--- config.mk ---
export PLATFORM = sky130hd
export DESIGN_NAME = fc_y_wr
export DESIGN_NICKNAME = d
export VERILOG_FILES = /design/src/rtl/fc_y_wr_pkg.sv /design/src/rtl/fc_y_pack.sv /design/src/rtl/fc_y_wr.sv
export SDC_FILE = /design/constraint.sdc
export NUM_CORES = 1
export LEC_CHECK = 0
export ABC_AREA = 0
export BUFFER_PORTS_ARGS = -buffer_cell sky130_fd_sc_hd__buf_2
export CORE_MARGIN = 10
export CORE_UTILIZATION = 61
export CTS_CLUSTER_DIAMETER = 200
export DETAILED_ROUTE_END_ITERATION = 7
export GPL_TIMING_DRIVEN = 0
export PLACE_DENSITY = 0.85
export SLEW_MARGIN = 0
export SYNTH_ARGS = -nofsm -noshare
export SYNTH_HDL_FRONTEND = slang
export SYNTH_SLANG_ARGS = --single-unit
--- constraint.sdc ---
create_clock -name clk -period 37.8 [get_ports clk]
set_input_delay 1.89 -clock clk [delete_from_list [all_inputs] [get_ports clk]]
set_output_delay 1.89 -clock clk [all_outputs]
set_load 0.02 [all_outputs]
--- src/rtl/fc_y_wr_pkg.sv ---
// Shared constants for the FC Y write-back path: RTM geometry, mode encodings, FSM states.
package fc_y_wr_pkg;
  localparam int S         = 8;
  localparam int R         = 4;
  localparam int RTM_DEPTH = 4096;
  localparam int AW        = $clog2(RTM_DEPTH);
  localparam int EW        = S * R * 8;
  localparam int IW        = $clog2(S * R);

  localparam logic Y_MODE_T = 1'b0;
  localparam logic Y_MODE_V = 1'b1;

  localparam logic [1:0] ST_IDLE  = 2'd0;
  localparam logic [1:0] ST_RUN   = 2'd1;
  localparam logic [1:0] ST_DRAIN = 2'd2;
  localparam logic [1:0] ST_DONE  = 2'd3;
endpackage

--- src/rtl/fc_y_pack.sv ---
// Places one captured byte into the entry being assembled and derives the bank enables
// for an entry whose last element sits at index idx.
module fc_y_pack
  import fc_y_wr_pkg::*;
(
  input  logic          mode,
  input  logic [IW-1:0] idx,
  input  logic [7:0]    din,
  input  logic [EW-1:0] pack_cur,
  output logic [EW-1:0] pack_next,
  output logic [S-1:0]  bank_en
);
  logic [IW:0] n;
  assign n = {1'b0, idx} + (IW + 1)'(1);

  genvar gi;
  generate
    for (gi = 0; gi < S * R; gi++) begin : g_byte
      localparam int BANK = gi / R;
      localparam int LANE = gi % R;
      logic sel;
      // T-mode only ever targets lane 0 of bank idx; V-mode fills bytes linearly.
      if (LANE == 0) begin : g_lane0
        assign sel = (mode == Y_MODE_V) ? (idx == IW'(gi)) : (idx == IW'(BANK));
      end else begin : g_lane_n
        assign sel = (mode == Y_MODE_V) && (idx == IW'(gi));
      end
      assign pack_next[gi*8 +: 8] = sel ? din : pack_cur[gi*8 +: 8];
    end

    for (gi = 0; gi < S; gi++) begin : g_bank
      assign bank_en[gi] = (mode == Y_MODE_V) ? (n > (IW + 1)'(gi * R))
                                              : (n > (IW + 1)'(gi));
    end
  endgenerate
endmodule

--- src/rtl/fc_y_wr.sv ---
// FC output write-back: pops int8 results from the Y FIFO, packs them into RTM entries.
// Optional fused ReLU against the zero point when FC_Y_WR_RELU_EN is defined.
module fc_y_wr
  import fc_y_wr_pkg::*;
(
  input  logic            clk,
  input  logic            rst,
  input  logic            start_pulse,
  input  logic [AW-1:0]   y_addr,
  input  logic [15:0]     vec_size_minus_1,
  input  logic            y_mode,
  input  logic [7:0]      yz,
  output logic            y_fifo_rd_en,
  input  logic [7:0]      y_fifo_dout,
  input  logic            y_fifo_empty,
  output logic            rtm_wr_vld,
  output logic [S-1:0]    rtm_wr_en,
  output logic [S*AW-1:0] rtm_wr_addr,
  output logic [EW-1:0]   rtm_wr_din,
  output logic            busy,
  output logic            done
);
  logic [1:0]    state_reg;
  logic [AW-1:0] cur_addr_reg;
  logic [AW-1:0] wr_addr_reg;
  logic [15:0]   size_reg;
  logic          mode_reg;
  logic [7:0]    yz_reg;
  logic [16:0]   pops_reg;
  logic          cap_vld_reg;
  logic [15:0]   cap_cnt_reg;
  logic [IW-1:0] idx_reg;
  logic [EW-1:0] pack_reg;
  logic          last_wr_reg;

  logic [7:0]    cap_byte;
  logic [EW-1:0] pack_next;
  logic [S-1:0]  bank_en;
  logic          entry_end;
  logic          last_elem;
  logic          close_entry;

  assign y_fifo_rd_en = (state_reg == ST_RUN) && !y_fifo_empty
                        && (pops_reg <= {1'b0, size_reg});

`ifdef FC_Y_WR_RELU_EN
  assign cap_byte = ($signed(y_fifo_dout) < $signed(yz_reg)) ? yz_reg : y_fifo_dout;
`else
  logic unused_yz;
  assign unused_yz = ^yz_reg;
  assign cap_byte  = y_fifo_dout;
`endif

  fc_y_pack u_pack (
    .mode      (mode_reg),
    .idx       (idx_reg),
    .din       (cap_byte),
    .pack_cur  (pack_reg),
    .pack_next (pack_next),
    .bank_en   (bank_en)
  );

  assign entry_end   = (mode_reg == Y_MODE_V) ? (idx_reg == IW'(S * R - 1))
                                              : (idx_reg == IW'(S - 1));
  assign last_elem   = (cap_cnt_reg == size_reg);
  assign close_entry = cap_vld_reg && (entry_end || last_elem);

  always_ff @(posedge clk or posedge rst) begin
    if (rst) begin
      state_reg    <= ST_IDLE;
      cur_addr_reg <= '0;
      wr_addr_reg  <= '0;
      size_reg     <= '0;
      mode_reg     <= Y_MODE_T;
      yz_reg       <= '0;
      pops_reg     <= '0;
      cap_vld_reg  <= 1'b0;
      cap_cnt_reg  <= '0;
      idx_reg      <= '0;
      pack_reg     <= '0;
      last_wr_reg  <= 1'b0;
      rtm_wr_vld   <= 1'b0;
      rtm_wr_en    <= '0;
      rtm_wr_din   <= '0;
    end else begin
      cap_vld_reg <= y_fifo_rd_en;
      rtm_wr_vld  <= 1'b0;
      rtm_wr_en   <= '0;
      rtm_wr_din  <= '0;
      wr_addr_reg <= '0;
      last_wr_reg <= 1'b0;

      if (y_fifo_rd_en)
        pops_reg <= pops_reg + 17'd1;

      // The closing byte goes straight into the write data; the pack reg restarts empty.
      if (cap_vld_reg) begin
        cap_cnt_reg <= cap_cnt_reg + 16'd1;
        if (close_entry) begin
          pack_reg     <= '0;
          idx_reg      <= '0;
          rtm_wr_vld   <= 1'b1;
          rtm_wr_en    <= bank_en;
          rtm_wr_din   <= pack_next;
          wr_addr_reg  <= cur_addr_reg;
          cur_addr_reg <= cur_addr_reg + AW'(1);
          last_wr_reg  <= last_elem;
        end else begin
          pack_reg <= pack_next;
          idx_reg  <= idx_reg + IW'(1);
        end
      end

      case (state_reg)
        ST_IDLE: begin
          if (start_pulse) begin
            cur_addr_reg <= y_addr;
            size_reg     <= vec_size_minus_1;
            mode_reg     <= y_mode;
            yz_reg       <= yz;
            pops_reg     <= '0;
            cap_cnt_reg  <= '0;
            idx_reg      <= '0;
            pack_reg     <= '0;
            state_reg    <= ST_RUN;
          end
        end
        ST_RUN: begin
          if (y_fifo_rd_en && (pops_reg == {1'b0, size_reg}))
            state_reg <= ST_DRAIN;
        end
        ST_DRAIN: begin
          if (rtm_wr_vld && last_wr_reg)
            state_reg <= ST_DONE;
        end
        default: state_reg <= ST_IDLE;
      endcase
    end
  end

  assign rtm_wr_addr = {S{wr_addr_reg}};
  assign busy        = (state_reg != ST_IDLE);
  assign done        = (state_reg == ST_DONE);
endmodule

Yosys cells after proc, flatten, opt, wreduce, memory -nomap -nowiden
Index checks and enable logic that the tools add are counted.

word-level totals
  register bits = 604
  output and inout bits = 364

cells by class
  $add $sub $neg = 5
  magnitude comparators = 15
  eq/ne operators = 39
  mux-type cells = 79
  reductions and logical operators = 36

operators by type and width
  cell                                                                   count
  256-bit 2-to-1 mux                                                     6
  8-bit 2-to-1 mux                                                       34
  5-bit equality test, second input constant                             16
  12-bit 2-to-1 mux                                                      6
  17-bit 2-to-1 mux                                                      3
  16-bit 2-to-1 mux                                                      3
  5-bit by 4-bit equality test with 1-bit output, second input constant  8
  1-bit logical AND                                                      29
  6-bit by 3-bit > comparator with 1-bit output, second input constant   4
  6-bit by 5-bit > comparator with 1-bit output, second input constant   4
  5-bit by 3-bit equality test with 1-bit output, second input constant  4
  5-bit 2-to-1 mux                                                       4
  1-bit 2-to-1 mux                                                       19
  17-bit by 1-bit adder with 17-bit output, second input constant        1
  17-bit by 16-bit equality test with 1-bit output                       1
  17-bit by 16-bit less-or-equal comparator with 1-bit output            1
  16-bit by 1-bit adder with 16-bit output, second input constant        1
  16-bit equality test                                                   1
  12-bit by 1-bit adder with 12-bit output, second input constant        1
  6-bit by 1-bit > comparator with 1-bit output, second input constant   2
  6-bit by 2-bit > comparator with 1-bit output, second input constant   2
  6-bit by 4-bit > comparator with 1-bit output, second input constant   2
  5-bit by 2-bit equality test with 1-bit output, second input constant  2
  5-bit by 1-bit adder with 6-bit output, second input constant          1
  15 further kinds                                                       19

Longest topological paths before layout
Gate-level depths: netlist of the first run.

  depth after elaboration = 8
  depth in mapped cells = 14
  mapped depth without buffers = 10

By module
From an unflattened synthesis of the first run, not the netlist that was laid out.

unflattened totals
  cell total of the unflattened synthesis = 2667
  area total of the unflattened synthesis = 27715.3 um^2

modules (own cells, without submodules)
  module     instances  cells each  area each (um^2)
  fc_y_wr    1          2243        23835.4
  fc_y_pack  1          424         3880.0

Worst setup path after synthesis of the first run
No wires, ideal clock.

  path type = in2out
  start point = in y_fifo_empty
  end point = out y_fifo_rd_en
  arrival time = 2.652 ns
  slack = 33.258 ns
  stages = 3
  path buffers = 1
  cells stage by stage = nand2b_1 clkbuf_1 nor2_1

between the ends
  word-level cells in the longest chain between the ends = 3

RTL lines
  item               RTL line       text
  from (decl)        fc_y_wr.sv:15  input logic y_fifo_empty,
  1-bit zero test    fc_y_wr.sv:43  assign y_fifo_rd_en = (state_reg == ST_RUN) && !y_fifo_empty
  1-bit logical AND  fc_y_wr.sv:43
  1-bit logical AND  fc_y_wr.sv:44  && (pops_reg <= {1'b0, size_reg});
  to (decl)          fc_y_wr.sv:13  output logic y_fifo_rd_en,

No other way between the ends.

Worst setup path in the final report of the first run
  start point = reg size_reg[15]
  end point = out y_fifo_rd_en

between the ends
  word-level cells in the longest chain between the ends = 2

RTL lines
  item                                                         RTL line        text
  from (decl)                                                  fc_y_wr.sv:26   logic [15:0] size_reg;
  from (signal assigned)                                       fc_y_wr.sv:118  size_reg <= vec_size_minus_1;
  17-bit by 16-bit less-or-equal comparator with 1-bit output  fc_y_wr.sv:44
  1-bit logical AND                                            fc_y_wr.sv:44

No other way between the ends.

==> results of run 1 <==
==> power by group through the flow <==
stage / Clock, W / Combinational [W] / Sequential [W]
finish: 0.000621 / 0.000316 / 0.000740
global route: 0.000649 / 0.000337 / 0.000744
CTS: 0.000624 / 0.000307 / 0.000738
detailed placement: 0 / 0.000304 / 0.000749
global placement: 0 / 0.000290 / 0.000747
floorplan: 0 / 0.000213 / 0.000741
==> cell usage after synthesis (2+ instances only) <==
master / n
a211o_1: 2
a21bo_2: 2
a21o_1: 2
a21oi_1: 226
a221oi_1: 2
a31oi_1: 6
a32o_1: 73
a32oi_1: 176
and2_0: 8
and2_1: 18
and3_1: 28
and4_1: 9
buf_1: 17
buf_2: 31
buf_4: 84
clkbuf_1: 178
dfrtp_1: 604
ha_1: 31
inv_1: 33
mux2i_1: 63
nand2_1: 486
nand2b_1: 13
nand3_1: 27
nand3b_1: 4
nand4_1: 18
nand4b_1: 3
nor2_1: 285
nor2b_1: 6
nor3_1: 12
nor4_1: 4
o2111ai_1: 3
o211ai_1: 6
o21a_1: 3
o21ai_0: 41
o21ai_1: 9
o31ai_1: 34
or3_1: 5
or4_1: 13
xnor2_1: 23
xor2_1: 18
==> area by class of cell <==
class | instances | area share [%]
flip-flops and latches | 604 | 48.4
clock buffers | 80 | 5.30
repair buffers | 401 | 6.78
plain buffers | 310 | 4.86
clock inverters | 29 | 1.25
well taps | 585 | 2.34
multi-input cells | 1675 | 30.7
inverters | 33 | 0.421
==> worst max path at each step <==
| stage | slack (ps) | end | depth (start not counted) |
|---|---|---|---|
| 4_1_cts | 32760 | y_fifo_rd_en | 9 |
| 3_5_place_dp | 32820 | y_fifo_rd_en | 5 |
| 6_report | 32760 | y_fifo_rd_en | 9 |
| 5_1_grt | 32640 | y_fifo_rd_en | 9 |
| 2_1_floorplan | 19000 | cap_cnt_reg[0] | 1 |
| 3_3_place_gp | 14070 | rtm_wr_din[81] | 2 |
==> stage by stage <==
stage               hold slack (ps)  worst slack, ps  power, W  cell area (um^2)  cells
detailed placement              495            32820   0.00105             29200   3608
finish                          514            32760   0.00168             31200   3717
global route                    532            32640   0.00173             31200   3717
CTS                             516            32760   0.00167             31200   3717
floorplan                       477            19000  0.000954             26300   2622
global placement                491            14070   0.00104             29000   3603
==> worst register-to-register path: stages (launching register included) <==
cell,delay [ps]
dfrtp_1,450
buf_2,230
clkbuf_1,290
clkbuf_1,370
and3_1,310
ha_1,190
nand2_1,340
nand2_1,320
nor2_1,850
clkbuf_1,700
buf_2,350
a32oi_1,150
nor2_1,170
==> metal layers <==
metal	track usage, %	up-vias
met1	42.6	11400
met3	9.26	369
met4	16.3	6
met2	51.4	1792
li1	-	10000
met5	0.662	-
==> logic make-up (layout without fill, tap and decap cells) <==
family / Yosys count / count (layout) / synth area share, %
mux: 64 / 64 / 2.44
fa+ha+maj: 31 / 31 / 1.47
xor+xnor: 41 / 41 / 1.36
buf+inv: 343 / 853 / 6.23
simple gates: 946 / 946 / 15.2
compound gates: 593 / 593 / 15.9
flops: 604 / 604 / 57.4
==> impl_metrics.yaml, run 1 <==
status:
  outcome: "complete, but fails checks"
  violations: "design-rule violations"
finish:
  multi_input_comb_area_um2: 9580
  nNetsFinal: 3163
  ff_latch_area_um2: 15100
  final_util_pct: 72.8
  drive_gt1_share_pct: 19.9
  fillCellCount: 3025
  antenna_cells: 0
  layout_common_cells: "604 x dfrtp_1, 486 x nand2_1, 427 x buf_2, 285 x nor2_1, 226 x a21oi_1"
  area_growth_pct: 18.6
  final_common_cell: "dfrtp_1"
power:
  switchingPower_w: 0.000503
  power_leakage_nw: 15.3
  internal-power_w: 0.00117
  pwr-share-clk_pct: 37.0
  powerDensity_nw_per_um2: 53.7
  p_sw_share_pct: 30.0
  ir_drop_uv: 36.9
  seqPwrFrac_pct: 44.1
  p_comb_share_pct: 18.8
synthesis:
  synth_ff_type: "dfrtp_1"
  syn_area_um2: 26300
  ys_warn_count: 0
  synth.distinct_cells: 56
  synth-edff-count: 0
  synthDominantCellAreaShare_pct: 57.4
  ys_seq_area_share_pct: 57.4
  synth_cells: 2622
  synth_area_per_cell_um2: 10.0
  async_flop_share_pct: 100
  synth_nets: 2702
  ys_seq_elements: 604
  synth_area_leaders: "dfrtp_1 57%, nand2_1 6.9%, a32oi_1 5.9%"
  yosys.area.top_type: "dfrtp_1"
floorplanning:
  start_util_pct: 61.4
  die_x_um: 228
  rows: 76
  ioPinCount: 413
  core-area_um2: 42900
  die_y_um: 228
  dieArea_um2: 51900
sta:
  rsz0062_at_grt: "false"
  fin_tns_setup_ps: 0
  period_needed_ps: 5040
  hold_violations: 0
  fin_worst_skew_ps: 18.0
  relSlewSlack_pct: 18.2
  slew_viol_final: 0
  fmax_ghz: 0.198
  tightestPinTransition_ps: 1230
  setup_viol: 0
  period_share_pct: 13.3
min_path:
  hold_end: "pack_reg[203]"
  worstHoldStart: "pack_reg[203]"
  hold_class: "reg2reg"
  hold_depth: 2
place:
  place_hpwl_mm: 61.2
  numPortBuffers: 396
  place_congestion: 0.949
setup_path:
  crit_top_cell: "buf_2"
  path_buf_inv: 3
  slowest_stage: "o41a_1"
  path_delay_family: "compound AO/OA/AOI/OAI gates"
  r2r.worst_path.cells: 12
  crit_path_end_kind: "output pin"
  rrSetupSlack_ps: 32990
  r2r-end: "pack_reg[236]"
  critPathKind: "reg2out"
  crit_chain: "inv_1 -> ha_1 -> a211o_1 -> a31oi_1 -> o21ai_1 -> o41a_1 -> buf_2 -> nor2_1 -> buf_2"
  cp-startpoint: "size_reg[15]"
  r2r-start: "idx_reg[2]"
  worstPathRequired_ps: 35910
  crit_fanout: 10
  arrival_ps: 3150
  worst_setup_path_start_kind: "flip-flop"
  cp_slowest_stage_delay_ps: 460
clocking:
  cts_tree: "done"
  hold_buffers: 0
  cts_buffers: 58
  cts_resized: 0
  clock_sinks: 604
  htree_levels: 2
  clk_latency_ps: 630
  post-cts-setup-buffers: 0
  cts_root_buffer: "clkbuf_16"
  clock_path_buffers: 3
  cts.clk_slew.worst_paths_ps: 60
routing:
  post-route-drc-count: 1
  drtIter0Drc: 3608
  wl_met2_mm: 40.8
  dr.pass1.iters: 8
  met1_length_mm: 33.4
  vias: 23500
  vias_per_cell: 6.33
  wl_mm: 89.3
  detail_route.wl_per_cell_um: 24.0
  met3WireLength_mm: 10.5
  ant_nets: 0
  route.top_layer_used: "met5"
grt:
  grt_pass1_wl_mm: 136
  antenna_found_initial: 2
  grt_util_all_layers_pct: 33.3
  grt_pass1_vias: 22800
  grt_max_degree: 127
  grt-ovfl-total: 0
flow_run:
  drv_cap: 0
Power figures use the tool's default switching activity.
==> inputs of run 2 (changes only) <==
- CORE_UTILIZATION: 61 -> 51
- PLACE_DENSITY: 0.85 -> 0.76
- clock period: 37.8 -> 4.14 ns (I/O delays scaled with it)
==> run 2 against run 1 <==
Effect of this change:
- register-to-register slack worse by 33000 ps
- sequential cell count did not move
- design area rose by 2.3%
- the flow now finishes without violations
- clock power increased to 9.6 times the previous value
- cell count up 3.7%
- sequential share of layout area fell by 1.1 points
- worst hold slack worse by 480 ps
==> impl_metrics.yaml, run 2 (synthesis results as in run 1) <==
min_path:
  hold_class: "in2reg"
routing:
  met3WireLength_mm: 10.2
  post-route-drc-count: 0
  wl_mm: 90.4
  wl_met2_mm: 42.2
  ant_nets: 0
  detail_route.wl_per_cell_um: 23.5
  drtIter0Drc: 2951
  met1_length_mm: 34.6
  dr.pass1.iters: 6
  route.top_layer_used: "met4"
  vias_per_cell: 6.01
  vias: 23200
finish:
  nNetsFinal: 3202
  layout_common_cells: "604 x dfrtp_1, 486 x nand2_1, 427 x buf_2, 284 x nor2_1, 226 x a21oi_1"
  area_growth_pct: 21.3
  final_common_cell: "dfrtp_1"
  drive_gt1_share_pct: 20.5
  final_area_um2: 32000
grt:
  grt_pass1_vias: 22900
  grt-ovfl-total: 0
  grt_pass1_wl_mm: 137
  antenna_found_initial: 0
  grt_max_degree: 48
  grt_util_all_layers_pct: 28.8
sta:
  period_needed_ps: 4090
  relSlewSlack_pct: 15.5
  slew_viol_final: 0
  period_share_pct: 98.8
  hold_violations: 0
  setup_viol: 0
  fin_ws_ps: 49.0
  hold_ws_ps: 31.2
  fin_worst_skew_ps: 24.9
  fmax_ghz: 0.244
  rsz0062_at_grt: "true"
  tightestPinTransition_ps: 1260
clocking:
  htree_levels: 2
  cts_root_buffer: "clkbuf_16"
  post-cts-setup-buffers: 0
  cts.clk_slew.worst_paths_ps: 70
  clock_path_buffers: 3
  clk_latency_ps: 640
  cts_buffers: 59
  cts_tree: "done"
  clock_sinks: 604
power:
  finalPower_w: 0.0156
  power_leakage_nw: 15.6
  powerDensity_nw_per_um2: 487
  ir_drop_uv: 365
setup_path:
  arrival_ps: 4540
  crit_fanout: 10
  worstPathRequired_ps: 4590
  crit_chain: "ha_1 -> clkbuf_1 -> clkbuf_2 -> and3_1 -> ha_1 -> nand2_1 -> nand2_1 -> o21ai_1 -> clkbuf_2 -> clkbuf_1 -> a21oi_1"
  critPathKind: "reg2reg"
  cp_slowest_stage_delay_ps: 530
  worst_setup_path_start_kind: "flip-flop"
  slowest_stage: "clkbuf_1"
  crit_path_end_kind: "flip-flop"
floorplanning:
  core-area_um2: 51200
  dieArea_um2: 61100
  rows: 83
  start_util_pct: 51.4
  ioPinCount: 413
  die_x_um: 247
  die_y_um: 247
place:
  place_hpwl_mm: 63.0
  place_area_um2: 29500
  place_congestion: 0.917
  dpl_worst_slack_ps: -509
  numPortBuffers: 396
status:
  outcome: "completed"
flow_run:
  drv_cap: 0
==> run 2: final timing paths <==
| kind | from | endpoint | slack [ps] | cells past startpoint |
|---|---|---|---|---|
| setup / recovery | idx_reg[0] | rtm_wr_en[3] | 50 | 11 |
| hold reg to reg | pack_reg[251] | pack_reg[251] | 510 | 1 |
| setup reg to reg | idx_reg[0] | rtm_wr_en[3] | 50 | 11 |
| hold / removal | y_fifo_empty | state_reg[0] | 30 | 4 |
| min in group asynchronous | rst | wr_addr_reg[4] | 230 | 3 |
| max in group asynchronous | rst | rtm_wr_din[25] | 2420 | 7 |
==> run 2: through the flow <==
step,util [%],TNS (ps),instances
finish,62.4,0,3853
global route,62.4,-868,3852
detailed placement,57.5,-62980,3712
CTS,62.4,0,3854
global placement,57.0,-4237350,3698
floorplan,-,-2600930,2622
==> run 2: final cells by class <==
class,instances,area (um^2)
Antenna cell,1,2.50
Tap cell,680,851
Timing Repair Buffer,441,2570
Buffer,308,1520
Clock buffer,75,1650
Sequential cell,604,15100
Inverter,33,128
Multi-Input combinational cell,1675,9600
Fill cell,4106,19200
Clock inverter,36,513
==> run 2: power breakdown <==
part | internal [W] | total [W] | switching, W
Clock | 0.00356 | 0.00594 | 0.00237
Sequential | 0.00635 | 0.00675 | 0.000404
Combinational | 0.00105 | 0.00288 | 0.00183
==> run 2: worst max-delay path: cells and delay by family, from the launching register on <==
family / cells / cell delay [ps]
buffers and inverters: 4 / 1430
and+or+nand+nor: 3 / 930
AOI/OAI and AO/OA: 2 / 620
DFF: 1 / 480
adders and majority gates: 2 / 430
==> run 2: what timing repair did <==
item | CTS | global route
hold buffers | 31 | 0
hold endpoints to repair | 52 | 0
gates resized for setup | 6 | 9
setup endpoints to repair | 211 | 219
==> run 2: routing by layer <==
layer / GRT usage [%] / vias up
li1: - / 10100
met5: 0 / -
met4: 11.4 / 0
met3: 7.12 / 244
met1: 37.5 / 11400
met2: 45.8 / 1451
